--- config.mk ---
export PLATFORM = sky130hd
export DESIGN_NAME = jk_universal_register
export DESIGN_NICKNAME = d
export VERILOG_FILES = /design/src/rtl/jk_universal_register.sv
export SDC_FILE = /design/constraint.sdc
export NUM_CORES = 1
export LEC_CHECK = 0
export CAP_MARGIN = 20
export CORE_AREA = 5 5 52 54
export CTS_CLUSTER_SIZE = 24
export DETAILED_ROUTE_END_ITERATION = 16
export DIE_AREA = 0 0 57 59
export PLACE_DENSITY = 0.67
export REMOVE_ABC_BUFFERS = 1
export SKIP_LAST_GASP = 1
export SLEW_MARGIN = 15
export SYNTH_ARGS = -nofsm -noshare
export SYNTH_HDL_FRONTEND = slang
export SYNTH_SLANG_ARGS = --single-unit
--- constraint.sdc ---
create_clock -name i_clk -period 1.6 [get_ports i_clk]
set_clock_uncertainty 0.1 [all_clocks]
set_input_delay 0.24 -clock i_clk [delete_from_list [all_inputs] [get_ports i_clk]]
set_output_delay 0.24 -clock i_clk [all_outputs]
set_load 0.01 [all_outputs]
--- src/rtl/jk_universal_register.sv ---
// WIDTH-bit register with per-bit JK semantics plus hold, load, shift, modulo count and clear.
// Everything is synchronous to i_clk; i_rst is a synchronous active-high clear.
module jk_universal_register #(
    parameter int WIDTH   = 4,
    parameter int MODULUS = 16
) (
    input  logic             i_clk,
    input  logic             i_rst,
    input  logic             i_en,
    input  logic [2:0]       i_mode,
    input  logic [WIDTH-1:0] i_d,
    input  logic [WIDTH-1:0] i_j,
    input  logic [WIDTH-1:0] i_k,
    input  logic             i_sin,
    output logic [WIDTH-1:0] o_q,
    output logic [WIDTH-1:0] o_qbar,
    output logic             o_sout,
    output logic             o_wrap
);

    localparam logic [WIDTH-1:0] C_MAX = WIDTH'(MODULUS - 1);

    localparam logic [2:0] M_HOLD  = 3'b000;
    localparam logic [2:0] M_LOAD  = 3'b001;
    localparam logic [2:0] M_JK    = 3'b010;
    localparam logic [2:0] M_SHR   = 3'b011;
    localparam logic [2:0] M_SHL   = 3'b100;
    localparam logic [2:0] M_UP    = 3'b101;
    localparam logic [2:0] M_DOWN  = 3'b110;
    localparam logic [2:0] M_CLEAR = 3'b111;

    logic [WIDTH-1:0] r_q;
    logic             r_sout;
    logic             r_wrap;

    logic [WIDTH-1:0] w_jk;
    logic [WIDTH-1:0] w_shr;
    logic [WIDTH-1:0] w_shl;
    logic [WIDTH-1:0] w_q_next;
    logic             w_sout_next;
    logic             w_wrap_next;

    // Every bit sees the pre-edge Q: next = J&~Q | ~K&Q
    generate
        for (genvar gi = 0; gi < WIDTH; gi++) begin : g_jk
            assign w_jk[gi] = (i_j[gi] & ~r_q[gi]) | (~i_k[gi] & r_q[gi]);
        end
    endgenerate

    generate
        if (WIDTH == 1) begin : g_shift_1
            assign w_shr = i_sin;
            assign w_shl = i_sin;
        end else begin : g_shift_n
            assign w_shr = {i_sin, r_q[WIDTH-1:1]};
            assign w_shl = {r_q[WIDTH-2:0], i_sin};
        end
    endgenerate

    always_comb begin
        w_q_next    = r_q;
        w_sout_next = r_sout;
        w_wrap_next = 1'b0;
        if (i_en) begin
            case (i_mode)
                M_HOLD:  w_q_next = r_q;
                M_LOAD:  w_q_next = i_d;
                M_JK:    w_q_next = w_jk;
                M_SHR: begin
                    w_q_next    = w_shr;
                    w_sout_next = r_q[0];
                end
                M_SHL: begin
                    w_q_next    = w_shl;
                    w_sout_next = r_q[WIDTH-1];
                end
                M_UP: begin
                    // Out-of-range values (>= MODULUS) also wrap to zero
                    if (r_q >= C_MAX) begin
                        w_q_next    = '0;
                        w_wrap_next = 1'b1;
                    end else begin
                        w_q_next = r_q + 1'b1;
                    end
                end
                M_DOWN: begin
                    if (r_q == '0) begin
                        w_q_next    = C_MAX;
                        w_wrap_next = 1'b1;
                    end else begin
                        w_q_next = r_q - 1'b1;
                    end
                end
                M_CLEAR: w_q_next = '0;
                default: w_q_next = r_q;
            endcase
        end
    end

    always_ff @(posedge i_clk) begin
        if (i_rst) begin
            r_q    <= '0;
            r_sout <= 1'b0;
            r_wrap <= 1'b0;
        end else begin
            r_q    <= w_q_next;
            r_sout <= w_sout_next;
            r_wrap <= w_wrap_next;
        end
    end

    assign o_q    = r_q;
    assign o_qbar = ~r_q;
    assign o_sout = r_sout;
    assign o_wrap = r_wrap;

endmodule

==> impl_results.md <==
* Status: finished, violations left
* Failing checks: negative setup slack
* Largest net degree at the start of global routing at 14
* Synth top area cells: dfxtp_1 (17%), nor2_1 (6.7%), a21oi_1 (5.5%), buf_4 (5.2%), ha_1 (3.5%)
* F_max at 613 MHz
* Clock share of power at 22.1%
* Syn. warnings at 0
* Nets at 167
* Clock Latency Late Sink at 0.24 ns
* Routed Antenna Nets at 0
* CP delay by family, top: compound AO/OA/AOI/OAI gates
* CP peak stage delay at 0.36 ns
* Max_slew headroom at 79.4%
* Hold buffer count at cts at 0
* PnR worst setup slack at -0.0319 ns
* Syn_area_per_cell at 7.46 µm²
* Post-DP HPWL at 1970 µm
* GPL Wtd Cong at 0.871
* Max rail drop VDD at 0.000512 V
* Post-synth EDFFs at 0
* Hold Crit Class: flip-flop to flip-flop
* IO Port Bufs at 28
* Dpl cells at 167
* Worst path required time at 1.66 ns
* WS Path Type: flip-flop to flip-flop
* RSZ-0062 raised after global routing: yes
* Crit path capture type: flip-flop
* Sequential fraction of the synthesis area at 16.6%
* Vias/cell at 5.55
* Leakage at 0.524 nW
* Final non-filler cell total at 172
* I/O pins at 29
* DRC at 0
* Crit path max fanout at 4
* # diodes at 0
* Die area at 3360 µm²
* Slew @ Worst Pin at 0.309 ns
* Min Tclk post-route at 1.63 ns
* Clock root cell: clkbuf_4
* 1st-pass router iterations at 4
* Async SR Flop Fraction at 0%
* Most frequent cells in the layout: buf_4 (25), clkdlybuf4s50_1 (17), nor2_1 (13), a21oi_1 (8), dlygate4sd2_1 (7)
* TritonCTS Buffers at 3
* Synth Register Bits at 6
* Crit path cell chain: inv_2, ha_2, xnor2_1, o311a_1, o22ai_1, o311ai_1, a21oi_1
* Unique masters post-synth at 47
* Worst hold slack at 0.438 ns
* Die Ht at 59 µm
* Core area at 2170 µm²
* Clock slew at reported path FFs at 0.05 ns
* Grt ovf at 0
* Net Switching at 210 µW
* Pwr Density at 518 nW/µm²
* Top_reg_cell synth: dfxtp_1
* Initial Util at 33.3%
* Worst path slowest cell: dfxtp_4
* Final setup viols at 2
* Initial antenna violation count at 0
* Largest area contributor in the netlist: dfxtp_1
* Die Wd at 57 µm
* Global Route Usage Sum at 15.4%
* Reg power frac at 28.9%
* Hold Violations, Final at 0
* Cell area after synthesis at 723 µm²
* Share of cells above drive strength 1 at 29.2%
* CTS tree: built
* Fill count at 214
* Pins over their slew limit at 0
* Tcrit/Tclk final at 102%
* Row Count at 17
* Initial drt markers at 32
* Final WL at 2610 µm
* H-tree depth at 1
* Crit path buf inv count at 1
* Most common cell after layout, fill and taps aside: buf_4
* Combinational power share at 49.0%
* Via Count at 954
* WL/cell at 15.1 µm
* CTS Sinks at 6
* First-pass GRT wire length at 4190 µm
* Startpoint type of the worst setup path: flip-flop
* Sw Ratio at 33.6%
* Clock Path Buffers at 2
* Layout Utilization at 55.7%
* Max cap viols at 0
* Critical path arrival at 1.69 ns
* Post-Synthesis Cells at 97
* Yosys top cell area share at 16.6%
* TNS Setup at -0.0481 ns
* Vias in the first global route at 928
* Area growth, synth to finish at 67.0%
* Pint at 415 µW
## synth_stat cells (all sizes together) (2+ instances only)
library cell,n
buf,8
a211oi,2
nand3,3
a21o,2
nand2b,2
o22ai,2
dfxtp,6
ha,2
nand2,4
o31ai,3
nor2b,2
inv,6
a21oi,8
nor2,13
and2b,2
o21ai,3
a32o,2
nor3,2
a22oi,3
## sequential cells by signal, indices dropped and copies added (netlist names)
| register | flops |
|---|---|
| o_sout | 1 |
| o_q | 4 |
| o_wrap | 1 |
## layout make-up
cell class	instances	area, µm²	area share, %
repair buffers	53	469	38.9
inverters	6	22.5	1.87
well taps	28	35.0	2.90
clock buffers	3	22.5	1.87
flip-flops and latches	6	135	11.2
multi-input cells	76	523	43.3
## worst min-delay path, cell delays in order, from the launching register on
cell	delay [ns]
dfxtp_1	0.31
a21oi_1	0.12
a311oi_1	0.06
## metrics by stage
step	area, µm²	power (mW)	worst slack, ns
after floorplan	661	0.304	-0.252
after global placement	1150	0.485	-0.344
after detailed placement	1150	0.486	-0.350
after CTS	1170	0.627	-0.0556
after global routing	1210	0.674	-0.103
final	1210	0.625	-0.0319
## cell families (layout without fill, tap and decap cells)
logic type / count (synthesis) / in the layout / synth area share [%]
AOI/OAI and AO/OA: 37 / 37 / 39.4
xor gates and xnor gates: 2 / 2 / 2.42
adders and majority gates: 2 / 2 / 3.46
buffers and inverters: 15 / 62 / 11.8
DFF: 6 / 6 / 16.6
muxes: 1 / 1 / 1.38
and+or+nand+nor: 34 / 34 / 24.9
## power groups by stage
stage / clock network, mW / registers, mW / logic, mW
floorplan: 0 / 0.188 / 0.116
global placement: 0 / 0.183 / 0.302
detailed placement: 0 / 0.183 / 0.303
CTS: 0.148 / 0.182 / 0.298
global route: 0.159 / 0.183 / 0.331
finish: 0.138 / 0.181 / 0.306
## layer usage
metal | vias to the layer above | global-route usage (%) | part of all wire (%)
met5 | - | 0 | 0
met4 | 0 | 4.30 | 0.88
met1 | 441 | 19.2 | 43
met2 | 50 | 25.9 | 48
met3 | 2 | 4.58 | 8.2
li1 | 461 | - | -
## final timing paths
path          start      to  slack (ns)  cells past startpoint
min          o_sout  o_sout        0.44                      2
min reg2reg  o_sout  o_sout        0.44                      2
max          o_q[1]  o_q[2]       -0.03                      7
max reg2reg  o_q[1]  o_q[2]       -0.03                      7
## what timing repair did
| item | CTS | global route |
|---|---|---|
| pin swaps | 1 | 7 |
| cloned | 0 | 0 |
| resized for setup | 14 | 10 |
| setup endpoints to repair | 13 | 7 |
| setup buffers | 0 | 2 |
Power figures use the tool's default switching activity.
==> variant (config.mk and constraints unchanged) <==
Make the reset (`i_rst`) asynchronous in one clocked block. Comments in the files are not updated.
--- a/src/rtl/jk_universal_register.sv
+++ b/src/rtl/jk_universal_register.sv
@@ -97,7 +97,7 @@
         end
     end
 
-    always_ff @(posedge i_clk) begin
+    always_ff @(posedge i_clk or posedge i_rst) begin
         if (i_rst) begin
             r_q    <= '0;
             r_sout <= 1'b0;
Function: differs if i_rst is asserted again (counterexample within 4 cycles, from zero or initial values and one cycle with i_rst high); with i_rst held inactive, the same outputs for 10 cycles.
==> variant against the original RTL <==
The flow still finishes with violations (negative setup slack); worst setup slack improved by 20 ps; final area rose by 1.6%; maximum frequency increased by 1.3%; area after synthesis is 7.6% lower; wire length up 2.2%; die area did not move; total power rose by 44%; critical endpoint is now o_q[2]; global-route usage fell by 0.39 points; core utilization is 0.86 points higher; sequential cell count stayed put; cell count shrank 0.58%; critical path type unchanged; sequential share of layout area increased by 1.5 points; via count shrank 0.42%.
==> variant: results (changes against the original RTL) <==
[status]
outcome=finished, violations left  ; unchanged
violations=negative setup slack  ; unchanged

[place]
globalplace.congestion=0.923  ; was 0.871
hpwl_um=1900  ; was 1970 um

[yosys]
synth_adder_area_share_pct=3.75  ; was 3.46%
yosysSeqAreaShare_pct=22.5  ; was 16.6%
synth_cell_types=38  ; was 47
netlist_top_cells_count=11 x nand2_1, 8 x nor2_1, 7 x a21oi_1  ; was 13 x nor2_1, 8 x a21oi_1, 6 x dfxtp_1, 5 x buf_4, 5 x inv_1
synth_xor_area_share_pct=3.75  ; was 2.42%
synthTopCellsByArea=dfrtp_1 22%, nand2_1 6.2%, a21oi_1 5.2%  ; was dfxtp_1 17%, nor2_1 6.7%, a21oi_1 5.5%
synth_mux_area_share_pct=0  ; was 1.38%
synth_compound_area_share_pct=38.6  ; was 39.4%
ys_async_sr_fraction_pct=100  ; was 0%
ys.flop_type=dfrtp_1  ; was dfxtp_1

[grt]
grt_util_met2_pct=25.0  ; was 25.9%
met3_usage_pct=3.49  ; was 4.58%
grt_pass1_vias=935  ; was 928
grtUsageMet1_pct=17.7  ; was 19.2%
grt_antenna_before_repair=0  ; unchanged
grt.total_usage_pct=15.0  ; was 15.4%
grt_pass1_wl_um=4070  ; was 4190 um
grt_max_degree=8  ; was 14

[detailed_routing]
vias=950  ; was 954
dr.first_iter.drc_count=35  ; was 32
drt-total-wl_um=2660  ; was 2610 um
first_pass_iters=4  ; unchanged

[layout]
diodes=0  ; unchanged
nets=166  ; was 167
drive_gt1_share_pct=33.6  ; was 29.2%
fillers=196  ; was 214

[worst_hold_path]
holdCritPathClass=input port to asynchronous set/reset pin  ; was flop to flop

[clock_tree]
clockBufferDepth=2  ; unchanged
clock_insertion_delay_worst_skew_ps=240  ; about the same
post_cts_buffers=5  ; was 0
cts_resized=12  ; was 14

[sta]
setup_tns_ps=-11.6  ; was -48.1 ps
setup_violations=1  ; was 2
slew_headroom_pct=77.5  ; was 79.4%
setup_ws_ps=-11.6  ; was -31.9 ps

[worst_setup_path]
crit_slowest_cell=dfrtp_2  ; was dfxtp_4
cp_data_arrival_time_ps=1630  ; was 1690 ps
cp_slowest_stage_delay_ps=420  ; was 360 ps

[power_and_ir_drop]
netSwitchingFraction_pct=37.2  ; was 33.6%
vdd_drop_max_mv=0.414  ; was 0.512 mV
leakage_nw=0.564  ; was 0.524 nW

-- variant: cell families (layout without fill, tap and decap cells) --
family                     after synthesis  after routing
DFF                                      6              6
and+or+nand+nor                         27             27
adders and majority gates                2              2
xor gates and xnor gates                 2              2
buffers and inverters                   15             69
AOI/OAI and AO/OA                       37             37
-- variant: path summary, 6_finish.rpt --
check	from	end	slack, ps	cells past startpoint
min in group i_clk	o_sout	o_sout	450	2
worst min register to register	o_sout	o_sout	450	2
worst min-delay path	i_rst	o_wrap	110	2
max in group asynchronous	i_rst	o_q[1]	1070	2
worst max-delay path	o_q[0]	o_q[2]	-10	6
worst max register to register	o_q[0]	o_q[2]	-10	6
-- variant: per-layer routing --
| layer | share of wire (%) | vias to the layer above | wire [um] |
|---|---|---|---|
| met1 | 37 | 433 | 979 |
| li1 | - | 438 | - |
| met2 | 49 | 67 | 1300 |
| met3 | 10 | 12 | 265 |
| met4 | 4.4 | 0 | 118 |
| met5 | 0 | - | 0 |
-- variant: power by group through the flow --
stage / Combinational, mW / Sequential (mW) / Clock, mW
after floorplan: 0.182 / 0.227 / 0
after global placement: 0.465 / 0.218 / 0
after detailed placement: 0.468 / 0.219 / 0
after CTS: 0.521 / 0.210 / 0.143
after global routing: 0.598 / 0.217 / 0.155
final: 0.553 / 0.213 / 0.135
-- variant: through the flow --
stage	std cells	worst slack (ps)	power [mW]	area (um2)
2_1_floorplan	82	-199	0.408	613
3_3_place_gp	162	-254	0.684	1110
3_5_place_dp	162	-236	0.687	1110
4_1_cts	170	-112	0.874	1190
5_1_grt	171	-119	0.970	1230
6_report	171	-11.6	0.901	1230
-- variant: cell type report --
cell class	instances	share of cell area [%]
repair buffers	58	41.3
multi-input cells	68	38.9
flip-flops and latches	6	12.7
well taps	28	2.86
inverters	8	2.45
clock buffers	3	1.84
